[src/rtl/cavlc_coeff_buffer_if.sv]
// ----------------------------------------------------------------------------
// cavlc_coeff_buffer_if
//   Bundles the coefficient input side (from the flow-control gate) and the
//   CAVLC replay side (to the encoder) of cavlc_coeff_buffer.
//
//   master : the environment -- drives VALIDI/DATAI and READY.
//   slave  : the buffer      -- drives BUSY/OVERFLOW and the replay outputs.
//
//   VALIDI/DATAI   zigzag-ordered coefficient beats
//   BUSY/OVERFLOW  write bank full / sticky dropped-beat flag
//   VALIDO/READY   replay handshake
//   COEFF/RUN_BEFORE/LAST/ZERO_BLK  replay beat
//   TOTAL_COEFF/TRAILING_ONES/TOTAL_ZEROS  block header
// ----------------------------------------------------------------------------
interface cavlc_coeff_buffer_if #(
    parameter int DATA_WIDTH = 16,
    parameter int BLK_SIZE   = 16
);
    localparam int CW = $clog2(BLK_SIZE + 1);

    logic                         VALIDI;
    logic signed [DATA_WIDTH-1:0] DATAI;
    logic                         BUSY;
    logic                         OVERFLOW;
    logic                         VALIDO;
    logic                         READY;
    logic signed [DATA_WIDTH-1:0] COEFF;
    logic [CW-1:0]                RUN_BEFORE;
    logic                         LAST;
    logic                         ZERO_BLK;
    logic [CW-1:0]                TOTAL_COEFF;
    logic [1:0]                   TRAILING_ONES;
    logic [CW-1:0]                TOTAL_ZEROS;

    modport master (
        output VALIDI, DATAI, READY,
        input  BUSY, OVERFLOW, VALIDO, COEFF, RUN_BEFORE, LAST, ZERO_BLK,
               TOTAL_COEFF, TRAILING_ONES, TOTAL_ZEROS
    );

    modport slave (
        input  VALIDI, DATAI, READY,
        output BUSY, OVERFLOW, VALIDO, COEFF, RUN_BEFORE, LAST, ZERO_BLK,
               TOTAL_COEFF, TRAILING_ONES, TOTAL_ZEROS
    );
endinterface

[src/rtl/cavlc_coeff_buffer.sv]
// ----------------------------------------------------------------------------
// cavlc_coeff_buffer
//   Collects one 4x4 block of zigzag-ordered coefficients at a time into a
//   two-bank ping-pong buffer, computes the CAVLC header (TotalCoeff,
//   TrailingOnes, TotalZeros) while the block streams in, then replays the
//   nonzero levels highest-index first with their run_before.
//
//   clk    clock
//   RESET  synchronous, active-high; discards any partial block
//   bus    cavlc_coeff_buffer_if.slave (input beats, replay handshake,
//          header fields, BUSY / OVERFLOW)
// ----------------------------------------------------------------------------
module cavlc_coeff_buffer #(
    parameter int DATA_WIDTH = 16,
    parameter int BLK_SIZE   = 16
) (
    input  logic                  clk,
    input  logic                  RESET,
    cavlc_coeff_buffer_if.slave   bus
);
    localparam int CW = $clog2(BLK_SIZE + 1);
    localparam int IW = $clog2(BLK_SIZE);

    localparam logic signed [DATA_WIDTH-1:0] P_ONE = DATA_WIDTH'(1);
    localparam logic signed [DATA_WIDTH-1:0] M_ONE = '1;

    typedef enum logic [1:0] {R_IDLE, R_SCAN, R_PRESENT, R_RELEASE} rd_state_t;

    // ------------------------------------------------------------------
    // Storage: coefficient banks plus per-bank header stats and a
    // nonzero map (the map lets run_before be found without re-reading
    // the coefficient array).
    // ------------------------------------------------------------------
    logic signed [DATA_WIDTH-1:0] mem [2][BLK_SIZE];
    logic [1:0]                   full_q;
    logic [1:0][CW-1:0]           tc_q;
    logic [1:0][1:0]              t1_q;
    logic [1:0][IW-1:0]           last_q;
    logic [1:0][CW-1:0]           tz_q;
    logic [1:0][BLK_SIZE-1:0]     mask_q;

    // ------------------------------------------------------------------
    // Write side
    // ------------------------------------------------------------------
    logic          wr_bank;
    logic [IW-1:0] wr_idx;
    logic          overflow_q;

    logic                busy, accept, blk_end, is_nz, is_one;
    logic [CW-1:0]       b_tc, n_tc, n_tz;
    logic [1:0]          b_t1, n_t1;
    logic [IW-1:0]       b_last, n_last;
    logic [BLK_SIZE-1:0] b_mask, n_mask;

    logic rel;  // read side frees rd_bank this cycle
    logic rd_bank;

    assign busy = full_q[wr_bank];

    always_comb begin
        accept  = bus.VALIDI && !busy;
        blk_end = (wr_idx == IW'(BLK_SIZE - 1));
        is_nz   = (bus.DATAI != '0);
        is_one  = (bus.DATAI == P_ONE) || (bus.DATAI == M_ONE);

        // Stats start from zero on the first beat of a block, so stale
        // values from the previous block in this bank never leak in.
        b_tc   = (wr_idx == '0) ? '0 : tc_q[wr_bank];
        b_t1   = (wr_idx == '0) ? '0 : t1_q[wr_bank];
        b_last = (wr_idx == '0) ? '0 : last_q[wr_bank];
        b_mask = (wr_idx == '0) ? '0 : mask_q[wr_bank];

        n_tc   = b_tc + CW'(is_nz);
        n_last = is_nz ? wr_idx : b_last;
        n_t1   = b_t1;
        if (is_nz) begin
            if (is_one) n_t1 = (b_t1 == 2'd3) ? 2'd3 : b_t1 + 2'd1;
            else        n_t1 = 2'd0;
        end
        n_mask         = b_mask;
        n_mask[wr_idx] = is_nz;

        // Zeros below the highest nonzero; only meaningful on the final beat.
        n_tz = (n_tc == '0) ? '0 : CW'(n_last) + CW'(1) - n_tc;
    end

    always_ff @(posedge clk) begin
        if (accept) mem[wr_bank][wr_idx] <= bus.DATAI;
    end

    always_ff @(posedge clk) begin
        if (RESET) begin
            wr_bank    <= 1'b0;
            wr_idx     <= '0;
            overflow_q <= 1'b0;
            full_q     <= '0;
            tc_q       <= '0;
            t1_q       <= '0;
            last_q     <= '0;
            tz_q       <= '0;
            mask_q     <= '0;
        end else begin
            if (bus.VALIDI && busy) overflow_q <= 1'b1;

            if (accept) begin
                tc_q[wr_bank]   <= n_tc;
                t1_q[wr_bank]   <= n_t1;
                last_q[wr_bank] <= n_last;
                mask_q[wr_bank] <= n_mask;
                if (blk_end) begin
                    tz_q[wr_bank]   <= n_tz;
                    full_q[wr_bank] <= 1'b1;
                    wr_idx          <= '0;
                    wr_bank         <= ~wr_bank;
                end else begin
                    wr_idx <= wr_idx + IW'(1);
                end
            end

            // The writer only ever targets a non-full bank and the reader
            // only releases a full one, so these never hit the same bit.
            if (rel) full_q[rd_bank] <= 1'b0;
        end
    end

    // ------------------------------------------------------------------
    // Read side
    // ------------------------------------------------------------------
    rd_state_t     state_q, state_d;
    logic [IW-1:0] ptr;
    logic [CW-1:0] beat_cnt;
    logic          zero_blk_q;
    logic [CW-1:0] hdr_tc, hdr_tz;
    logic [1:0]    hdr_t1;

    logic          valido, last_beat;
    logic [CW-1:0] rb;

    always_ff @(posedge clk) begin
        if (RESET) state_q <= R_IDLE;
        else       state_q <= state_d;
    end

    always_comb begin
        state_d   = state_q;
        valido    = 1'b0;
        rel       = 1'b0;
        last_beat = zero_blk_q || (beat_cnt == hdr_tc - CW'(1));
        case (state_q)
            // The entry at last_nz is nonzero by construction, so there is
            // nothing to scan for the first beat: present it directly.
            R_IDLE:    if (full_q[rd_bank]) state_d = R_PRESENT;
            R_SCAN:    if (mask_q[rd_bank][ptr]) state_d = R_PRESENT;
            R_PRESENT: begin
                valido = 1'b1;
                if (bus.READY) state_d = last_beat ? R_RELEASE : R_SCAN;
            end
            R_RELEASE: begin
                rel     = 1'b1;
                state_d = R_IDLE;
            end
            default:   state_d = R_IDLE;
        endcase
    end

    always_ff @(posedge clk) begin
        if (RESET) begin
            rd_bank    <= 1'b0;
            ptr        <= '0;
            beat_cnt   <= '0;
            zero_blk_q <= 1'b0;
            hdr_tc     <= '0;
            hdr_t1     <= '0;
            hdr_tz     <= '0;
        end else begin
            case (state_q)
                R_IDLE: if (full_q[rd_bank]) begin
                    hdr_tc     <= tc_q[rd_bank];
                    hdr_t1     <= t1_q[rd_bank];
                    hdr_tz     <= tz_q[rd_bank];
                    zero_blk_q <= (tc_q[rd_bank] == '0);
                    ptr        <= last_q[rd_bank];
                    beat_cnt   <= '0;
                end
                R_SCAN: if (!mask_q[rd_bank][ptr]) ptr <= ptr - IW'(1);
                R_PRESENT: if (bus.READY && !last_beat) begin
                    ptr      <= ptr - IW'(1);
                    beat_cnt <= beat_cnt + CW'(1);
                end
                R_RELEASE: begin
                    rd_bank    <= ~rd_bank;
                    zero_blk_q <= 1'b0;
                    hdr_tc     <= '0;
                    hdr_t1     <= '0;
                    hdr_tz     <= '0;
                end
                default: ;
            endcase
        end
    end

    // run_before = zeros strictly between ptr and the next lower nonzero,
    // or ptr itself when nothing nonzero lies below it.
    always_comb begin
        rb = CW'(ptr);
        for (int j = 0; j < BLK_SIZE; j++) begin
            if ((IW'(j) < ptr) && mask_q[rd_bank][j])
                rb = CW'(ptr) - CW'(j) - CW'(1);
        end
    end

    // ------------------------------------------------------------------
    // Outputs: beat fields are forced to zero outside R_PRESENT.
    // ------------------------------------------------------------------
    assign bus.BUSY          = busy;
    assign bus.OVERFLOW      = overflow_q;
    assign bus.VALIDO        = valido;
    assign bus.COEFF         = (valido && !zero_blk_q) ? mem[rd_bank][ptr] : '0;
    assign bus.RUN_BEFORE    = (valido && !zero_blk_q) ? rb : '0;
    assign bus.LAST          = valido && last_beat;
    assign bus.ZERO_BLK      = valido && zero_blk_q;
    assign bus.TOTAL_COEFF   = hdr_tc;
    assign bus.TRAILING_ONES = hdr_t1;
    assign bus.TOTAL_ZEROS   = hdr_tz;

endmodule

[src/flat_wrapper.sv]
// flat-port wrapper written by rule: the top's interface ports become plain ports
module cavlc_coeff_buffer_flat 
#(
    parameter int DATA_WIDTH = 16,
    parameter int BLK_SIZE   = 16
)
  (clk, RESET, bus_VALIDI, bus_DATAI, bus_READY, bus_BUSY, bus_OVERFLOW, bus_VALIDO, bus_COEFF, bus_RUN_BEFORE, bus_LAST, bus_ZERO_BLK, bus_TOTAL_COEFF, bus_TRAILING_ONES, bus_TOTAL_ZEROS);
  cavlc_coeff_buffer_if #(.DATA_WIDTH(DATA_WIDTH), .BLK_SIZE(BLK_SIZE)) bus_i ();
  input  logic clk;
  input  logic RESET;
  input wire logic [$bits(bus_i.VALIDI)-1:0] bus_VALIDI;
  input wire logic [$bits(bus_i.DATAI)-1:0] bus_DATAI;
  input wire logic [$bits(bus_i.READY)-1:0] bus_READY;
  output wire logic [$bits(bus_i.BUSY)-1:0] bus_BUSY;
  output wire logic [$bits(bus_i.OVERFLOW)-1:0] bus_OVERFLOW;
  output wire logic [$bits(bus_i.VALIDO)-1:0] bus_VALIDO;
  output wire logic [$bits(bus_i.COEFF)-1:0] bus_COEFF;
  output wire logic [$bits(bus_i.RUN_BEFORE)-1:0] bus_RUN_BEFORE;
  output wire logic [$bits(bus_i.LAST)-1:0] bus_LAST;
  output wire logic [$bits(bus_i.ZERO_BLK)-1:0] bus_ZERO_BLK;
  output wire logic [$bits(bus_i.TOTAL_COEFF)-1:0] bus_TOTAL_COEFF;
  output wire logic [$bits(bus_i.TRAILING_ONES)-1:0] bus_TRAILING_ONES;
  output wire logic [$bits(bus_i.TOTAL_ZEROS)-1:0] bus_TOTAL_ZEROS;
  assign bus_i.VALIDI = bus_VALIDI;
  assign bus_i.DATAI = bus_DATAI;
  assign bus_i.READY = bus_READY;
  assign bus_BUSY = bus_i.BUSY;
  assign bus_OVERFLOW = bus_i.OVERFLOW;
  assign bus_VALIDO = bus_i.VALIDO;
  assign bus_COEFF = bus_i.COEFF;
  assign bus_RUN_BEFORE = bus_i.RUN_BEFORE;
  assign bus_LAST = bus_i.LAST;
  assign bus_ZERO_BLK = bus_i.ZERO_BLK;
  assign bus_TOTAL_COEFF = bus_i.TOTAL_COEFF;
  assign bus_TRAILING_ONES = bus_i.TRAILING_ONES;
  assign bus_TOTAL_ZEROS = bus_i.TOTAL_ZEROS;
  cavlc_coeff_buffer #(.DATA_WIDTH(DATA_WIDTH), .BLK_SIZE(BLK_SIZE)) u_core (.clk(clk), .RESET(RESET), .bus(bus_i));
endmodule
[config.mk]
export PLATFORM = sky130hd
export DESIGN_NAME = cavlc_coeff_buffer_flat
export DESIGN_NICKNAME = d
export VERILOG_FILES = /design/src/rtl/cavlc_coeff_buffer_if.sv /design/src/rtl/cavlc_coeff_buffer.sv /design/src/flat_wrapper.sv
export SDC_FILE = /design/constraint.sdc
export NUM_CORES = 1
export LEC_CHECK = 0
export ABC_AREA = 1
export CORE_ASPECT_RATIO = 0.9
export CORE_UTILIZATION = 45
export DETAILED_ROUTE_END_ITERATION = 16
export SYNTH_ARGS = -nofsm -noshare
export SYNTH_HDL_FRONTEND = slang
export SYNTH_SLANG_ARGS = --single-unit
[constraint.sdc]
create_clock -name clk -period 4.75 [get_ports clk]
set_clock_uncertainty 0.2 [all_clocks]
set_input_delay 0.95 -clock clk [delete_from_list [all_inputs] [get_ports clk]]
set_output_delay 0.95 -clock clk [all_outputs]
set_load 0.1 [all_outputs]
==> results.yml, run 1 <==
timing:
  final_worst_slack_ns: 0.183
  grt_setup_unrepaired: "no"
  relSlewSlack: 0.216
  fmax_mhz: 219
  final_min_period_over_clock_period: 0.961
  final.min_clock_period_ns: 4.57
  worstMarginPinSlew_ns: 1.18
  totalNegativeSetupSlack_ns: 0
  final.hold.worst_slack_ns: 0.282
  maxSlewViolCount: 0
  report.final.setup_viol: 0
  timing_hold_violations_final: 0
floorplan:
  die_width_um: 259
  coreArea_mm2: 0.0585
  die_area_mm2: 0.0602
  initial_utilization: 0.456
  num_rows: 84
  number_of_primary_i_o_pins: 58
  vertical_die_dimension_um: 233
placed_design:
  placed_cells_incl_taps: 3242
  io_buffer_count: 57
  detailed_place.area_mm2: 0.0287
  dp_hpwl_mm: 43.5
  place_worst_setup_slack_ns: -0.255
  gp_routability_congestion: 0.878
layout:
  diodes_inserted: 0
  area_growth_syn_to_layout_pct: 15.5
  layout.nets: 2584
  final_cell_count_no_fill: 3354
  post_route_cells_drive_above_1_share: 0.116
  stdcell_area_mm2: 0.0308
worst_setup_path:
  crit_path_max_fanout: 99
  criticalPathCategory: "reg -> out"
  setup.worst_path.end_class: "output port"
  worstPathRequired_ns: 3.60
  cp_data_arrival_time_ns: 3.42
  worst_setup_path_start_kind: "flip-flop"
synthesis:
  synth-async-reset-ratio: 0
  synth_seq_area_share: 0.650
  avgSynthCellArea_um2: 10.8
  yosysUniqueCellTypes: 52
  yosys_warnings: 0
  synth_edf_count: 512
  synth.net_count: 2531
  count_of_mapped_cells_out_of_synthesis: 2476
  postSynthRegisterBits: 610
  synth_top_cell_area_share: 0.576
  top_cells_by_area_synth: "sky130_fd_sc_hd__edfxtp_1, sky130_fd_sc_hd__o21ai_0, sky130_fd_sc_hd__dfxtp_1"
  synth.largest_area_cell: "sky130_fd_sc_hd__edfxtp_1"
  synth_ff_type: "sky130_fd_sc_hd__edfxtp_1"
  mappedNetlistArea_mm2: 0.0267
clock_network:
  tritoncts: "yes"
  clk_pin_slew_worst_paths_ns: 0.07
  clock_sinks: 610
  clkLatencyLatePin_ns: 0.62
  cts_hold_buf: 0
  clockBufferDepth: 3
  cts_inserted_buffers: 59
  clock_tree_root_buffer_cell: "sky130_fd_sc_hd__clkbuf_16"
  deepest_level_of_the_cts_h_tree: 2
drt:
  wl_per_cell_um: 22.7
  remaining_drc_errors: 0
  vias: 19700
  detail_route.wirelength_mm: 76.1
  number_of_vias_per_cell: 5.88
  dr.first_iter.drc_count: 2118
  drt_first_pass_iters: 7
  antenna_violating_nets_post_route: 0
global_routing:
  antenna_found_initial: 1
  grt_pass1_vias: 19200
  globalRouteOverflowTotal: 0
  grt_max_degree: 100
  grt_use_total: 0.255
  global_route_wire_length_before_repair_mm: 116
pwr:
  power_per_cell_area_mw_per_mm2: 535
  static-leakage-power_uw: 0.0107
  irDropWorstVdd_uv: 565
job:
  maxCapViolCount: 0
hold_path:
  hold_path_class: "reg -> reg"
outcome:
  status: "completed"
kinds of logic (layout without fill, tap and decap cells):
family / after synthesis / in the layout / share of synthesized area
flops: 610 / 610 / 0.650
xor+xnor: 17 / 17 / 0.00558
buf+inv: 310 / 414 / 0.0470
fa+ha+maj: 35 / 35 / 0.0167
compound gates: 748 / 748 / 0.164
simple gates: 756 / 756 / 0.117
worst max-delay path: stages (launching register included):
cell and delay (ns):
sky130_fd_sc_hd__dfxtp_4 0.38, sky130_fd_sc_hd__buf_12 0.33, sky130_fd_sc_hd__buf_4 0.57, sky130_fd_sc_hd__o21ai_0 0.19, sky130_fd_sc_hd__o221ai_1 0.30, sky130_fd_sc_hd__nand3_1 0.12
sky130_fd_sc_hd__nand3_1 0.17, sky130_fd_sc_hd__nand2_1 0.07, sky130_fd_sc_hd__a31oi_1 0.32, sky130_fd_sc_hd__buf_12 0.23
flip-flops by register name, summed over array words and instances (netlist names), named ones only:
signal,count
u_core.tz_q,10
u_core.full_q,2
u_core.wr_bank,1
u_core.state_q,2
u_core.ptr,4
u_core.t1_q,4
u_core.mem,512
u_core.wr_idx,4
u_core.mask_q,32
u_core.tc_q,10
u_core.beat_cnt,5
u_core.last_q,8
u_core.zero_blk_q,1
u_core.bus.TOTAL_ZEROS,5
u_core.rd_bank,1
u_core.bus.TOTAL_COEFF,5
u_core.bus.TRAILING_ONES,2
u_core.bus.OVERFLOW,1
cell usage after synthesis (2+ instances only):
library cell / n
sky130_fd_sc_hd__edfxtp_1: 512
sky130_fd_sc_hd__o21ai_0: 412
sky130_fd_sc_hd__nor2_1: 376
sky130_fd_sc_hd__nand2_1: 242
sky130_fd_sc_hd__inv_1: 132
sky130_fd_sc_hd__a21oi_1: 117
sky130_fd_sc_hd__clkbuf_1: 113
sky130_fd_sc_hd__o221ai_1: 105
sky130_fd_sc_hd__dfxtp_1: 98
sky130_fd_sc_hd__nand3_1: 93
sky130_fd_sc_hd__buf_2: 36
sky130_fd_sc_hd__ha_1: 34
sky130_fd_sc_hd__a31oi_1: 32
sky130_fd_sc_hd__o22ai_1: 26
sky130_fd_sc_hd__o211ai_1: 16
sky130_fd_sc_hd__buf_1: 12
sky130_fd_sc_hd__nor3_1: 11
sky130_fd_sc_hd__o21ai_1: 11
sky130_fd_sc_hd__xnor2_1: 9
sky130_fd_sc_hd__inv_2: 8
sky130_fd_sc_hd__xor2_1: 8
sky130_fd_sc_hd__nand2_2: 7
sky130_fd_sc_hd__o21ai_2: 7
sky130_fd_sc_hd__nand4_1: 6
sky130_fd_sc_hd__nand3_2: 5
sky130_fd_sc_hd__o2111ai_1: 5
sky130_fd_sc_hd__buf_6: 4
sky130_fd_sc_hd__nor2_4: 4
sky130_fd_sc_hd__nor4_1: 4
sky130_fd_sc_hd__buf_4: 3
sky130_fd_sc_hd__nor3b_1: 2
sky130_fd_sc_hd__o211a_1: 2
sky130_fd_sc_hd__o21ai_4: 2
sky130_fd_sc_hd__o311ai_0: 2
sky130_fd_sc_hd__o311ai_1: 2
sky130_fd_sc_hd__o31ai_1: 2
routing by layer:
metal / track usage / up-vias / wire [um]
met5: 0 / - / 13
li1: - / 9063 / -
met2: 0.413 / 796 / 35200
met1: 0.347 / 9705 / 32800
met4: 0.104 / 2 / 2830
met3: 0.0329 / 143 / 5240
per-stage QoR:
stage                     utilization  power, uW
after floorplan                     -       9690
after global placement          0.490      11400
after detailed placement        0.490      11500
after CTS                       0.526      16500
after global routing            0.526      17200
final                           0.526      16500
worst paths after layout:
| check | start | endpoint | cells after the start | slack, ns |
|---|---|---|---|---|
| max | flip-flop | bus_COEFF[3] | 9 | 0.18 |
| min | u_core.tc_q[6] | u_core.tc_q[6] | 2 | 0.28 |
| max reg2reg | u_core.wr_idx[0] | u_core.tz_q[3] | 14 | 1.36 |
| min reg2reg | u_core.tc_q[6] | u_core.tc_q[6] | 2 | 0.28 |
layout by cell type, fill, tap and decap left out, drive strengths merged, types with 2 or more instances in the layout:
cell type	instances
o211ai	17
nand3	99
ha	34
o2111ai	5
dfxtp	98
a21oi	118
o21ai	432
nand2	250
nor3b	2
xnor2	9
o31ai	2
edfxtp	512
nor4	4
nand4	6
o211a	2
bufinv	12
o22ai	26
nor3	11
nor2	380
buf	126
o221ai	105
a31oi	32
inv	144
a211oi	2
clkdlybuf4s50	34
o311ai	4
clkinv	30
clkinvlp	5
or2	3
xor2	8
clkbuf	63
timing repair:
item,in CTS,in global routing
buffers inserted,0,0
endpoints found under the setup margin,0,5
gates resized for setup,0,4
hold endpoints to repair,0,0
final cells by class:
class	count	area, um2
clock buffer	63	1490
sequential	610	17400
timing repair buffer	160	1670
inverter	142	546
fill	5050	27700
multi-input combinational	1556	8180
tap	774	968
clock inverter	49	606
report_power, final:
group | total [uW] | leakage, uW | internal (uW) | switching (uW)
clock | 5060 | 0.00101 | 2940 | 2120
combinational | 5390 | 0.00424 | 1590 | 3800
sequential | 6020 | 0.00541 | 5920 | 107
total | 16500 | 0.0107 | 10500 | 6020
No activity file was read; power rests on OpenSTA's default activity.
==> run 2: changes to the inputs <==
==> constraint.sdc (replaced) <==
create_clock -name clk -period 4.1 [get_ports clk]
set_clock_uncertainty 0.2 [all_clocks]
set_input_delay 0.82 -clock clk [delete_from_list [all_inputs] [get_ports clk]]
set_output_delay 0.82 -clock clk [all_outputs]
set_load 0.1 [all_outputs]
==> run 2 against run 1 <==
Effect of this change: sequential share of layout area decreased by 1.1 points; via count decreased by 0.12%; first-iteration DRC count decreased by 14%; register-to-register slack got worse by 0.66 ns; cell area increased by 1.9%; non-clock buffer count increased by 44; clock power increased by 3%; total power increased by 17%; die area unchanged; clock-buffer cell count increased by 19; critical path depth increased by 12; largest power group is now combinational cells; highest routed layer is now met4.
==> results.yml, run 2 (synthesis gave the netlist of run 1 again) <==
floorplan:
  number_of_primary_i_o_pins: 58
  initial_utilization: 0.456
  die_area_mm2: 0.0602
  die_width_um: 259
  vertical_die_dimension_um: 233
  num_rows: 84
  coreArea_mm2: 0.0585
drt:
  detail_route.wirelength_mm: 75.6
  dr.first_iter.drc_count: 1815
  drt_first_pass_iters: 5
  vias: 19700
  antenna_violating_nets_post_route: 0
  number_of_vias_per_cell: 5.80
  wl_per_cell_um: 22.3
  remaining_drc_errors: 0
worst_setup_path:
  cp_data_arrival_time_ns: 3.05
  cp_common_cell: "sky130_fd_sc_hd__nand2_1"
  cp_slowest_stage_delay_ns: 0.41
  crit_path_top_delay_cell: "sky130_fd_sc_hd__dfxtp_4"
  crit_path_max_fanout: 7
  worstPathRequired_ns: 3.08
  criticalPathCategory: "reg -> out"
  sequence_of_cells_on_the_critical_path: "clkinv_8 > ha_4 > ha_4 > o21ai_2 > nand3_2 > nand2_1 > nand2_1 > nand2_1 > o211ai_1 > nand3_1 > nand3_1 > nand2_1 > nand2_1 > nand2_1 > nand2_1 > nand2_1 > nand2_1 > nand2_1 > nand2_2 > a21oi_4 > buf_12"
  worst_setup_path_start_kind: "flip-flop"
  setup.worst_path.end_class: "output port"
placed_design:
  detailed_place.area_mm2: 0.0289
  gp_routability_congestion: 0.857
  placed_cells_incl_taps: 3255
  dp_hpwl_mm: 43.9
  io_buffer_count: 57
timing:
  final_min_period_over_clock_period: 0.992
  timing_hold_violations_final: 0
  relSlewSlack: 0.188
  maxSlewViolCount: 0
  grt_setup_unrepaired: "yes"
  report.final.setup_viol: 0
  final.hold.worst_slack_ns: 0.290
  worstMarginPinSlew_ns: 1.22
  final.min_clock_period_ns: 4.07
  fmax_mhz: 246
clock_network:
  clock_tree_root_buffer_cell: "sky130_fd_sc_hd__clkbuf_16"
  deepest_level_of_the_cts_h_tree: 2
  clockBufferDepth: 3
  clk_pin_slew_worst_paths_ns: 0.06
  cts_hold_buf: 0
  clock_sinks: 610
  clkLatencyLatePin_ns: 0.64
  cts_inserted_buffers: 60
  tritoncts: "yes"
job:
  maxCapViolCount: 0
global_routing:
  global_route_wire_length_before_repair_mm: 114
  antenna_found_initial: 0
  grt_use_total: 0.249
  globalRouteOverflowTotal: 0
  grt_max_degree: 85
  grt_pass1_vias: 19100
pwr:
  power_frac_comb: 0.368
  clock_network_fraction_of_design_power: 0.271
  static-leakage-power_uw: 0.0109
  power_per_cell_area_mw_per_mm2: 615
  power_switching_uw: 7240
  power_switching_share: 0.375
  power_frac_seq: 0.361
  internal_power_summed_over_all_cells_uw: 12100
  irDropWorstVdd_uv: 615
layout:
  final_common_cell: "sky130_fd_sc_hd__edfxtp_1"
  area_growth_syn_to_layout_pct: 17.7
  num-fill-cells: 5073
  layout.nets: 2629
  number_of_flip_flops_under_the_largest_register_name: 512
  final_cell_count_no_fill: 3396
  layout_common_cells: "sky130_fd_sc_hd__edfxtp_1, sky130_fd_sc_hd__o21ai_0, sky130_fd_sc_hd__nor2_1"
  regMostFlops: "u_core.mem"
  stdcell_area_mm2: 0.0314
  post_route_cells_drive_above_1_share: 0.147
  layout_top_registers: "u_core.mem x512, u_core.mask_q x32"
outcome:
  status: "completed"
hold_path:
  hold_path_class: "reg -> reg"
==> run 2: final cells by class <==
class	instances	area [um2]	share of cell area
clock inverter	26	250	0.00797
multi-input combinational	1556	8510	0.271
antenna	2	5.00	0.000159
clock buffer	82	1580	0.0504
inverter	142	574	0.0183
tap	774	968	0.0308
sequential	610	17400	0.553
timing repair buffer	204	2150	0.0686
==> run 2: what timing repair did <==
| item | 4_1_cts | 5_1_grt |
|---|---|---|
| pin swaps | 0 | 38 |
| buffers inserted | 8 | 24 |
| resized for setup | 24 | 75 |
| cloned | 0 | 1 |
| setup endpoints to repair | 16 | 20 |
==> run 2: metal layers <==
layer	global-route usage	vias up	part of all wire
met5	0	-	0
met4	0.0686	0	0.021
met3	0.0325	105	0.065
met2	0.420	706	0.49
met1	0.337	9722	0.43
li1	-	9153	-
==> run 2: stage by stage <==
stage / util / setup TNS (ns) / total power [uW] / worst slack, ns
2_1_floorplan: - / -0.0161 / 11300 / -0.0161
3_3_place_gp: 0.494 / -2.82 / 13400 / -0.519
3_5_place_dp: 0.494 / -3.39 / 13500 / -0.546
4_1_cts: 0.528 / -0.0268 / 18900 / -0.0164
5_1_grt: 0.536 / -0.546 / 20200 / -0.187
6_report: 0.536 / 0 / 19300 / 0.0312
==> run 2: final timing paths <==
path         cells past startpoint           start  slack [ns]                  to
max                             21   u_core.ptr[1]        0.03   bus_RUN_BEFORE[4]
max reg2reg                      7  u_core.wr_bank        0.70  u_core.mem[1][237]
min                              2  u_core.tc_q[6]        0.29      u_core.tc_q[6]
min reg2reg                      2  u_core.tc_q[6]        0.29      u_core.tc_q[6]
==> run 2: power groups by stage <==
stage | Sequential (uW) | Clock (uW) | Combinational (uW)
6_report | 6970 | 5230 | 7100
5_1_grt | 6980 | 5560 | 7620
4_1_cts | 6960 | 5330 | 6560
3_5_place_dp | 7110 | 0 | 6400
3_3_place_gp | 7110 | 0 | 6320
2_1_floorplan | 7370 | 0 | 3970
==> run 2: worst max-delay path: cells and delay by family, from the launching register on <==
kind,cells,cell delay [ns]
compound gates,3,0.34
fa+ha+maj,2,0.36
buf+inv,2,0.29
flops,1,0.41
simple gates,14,1.04
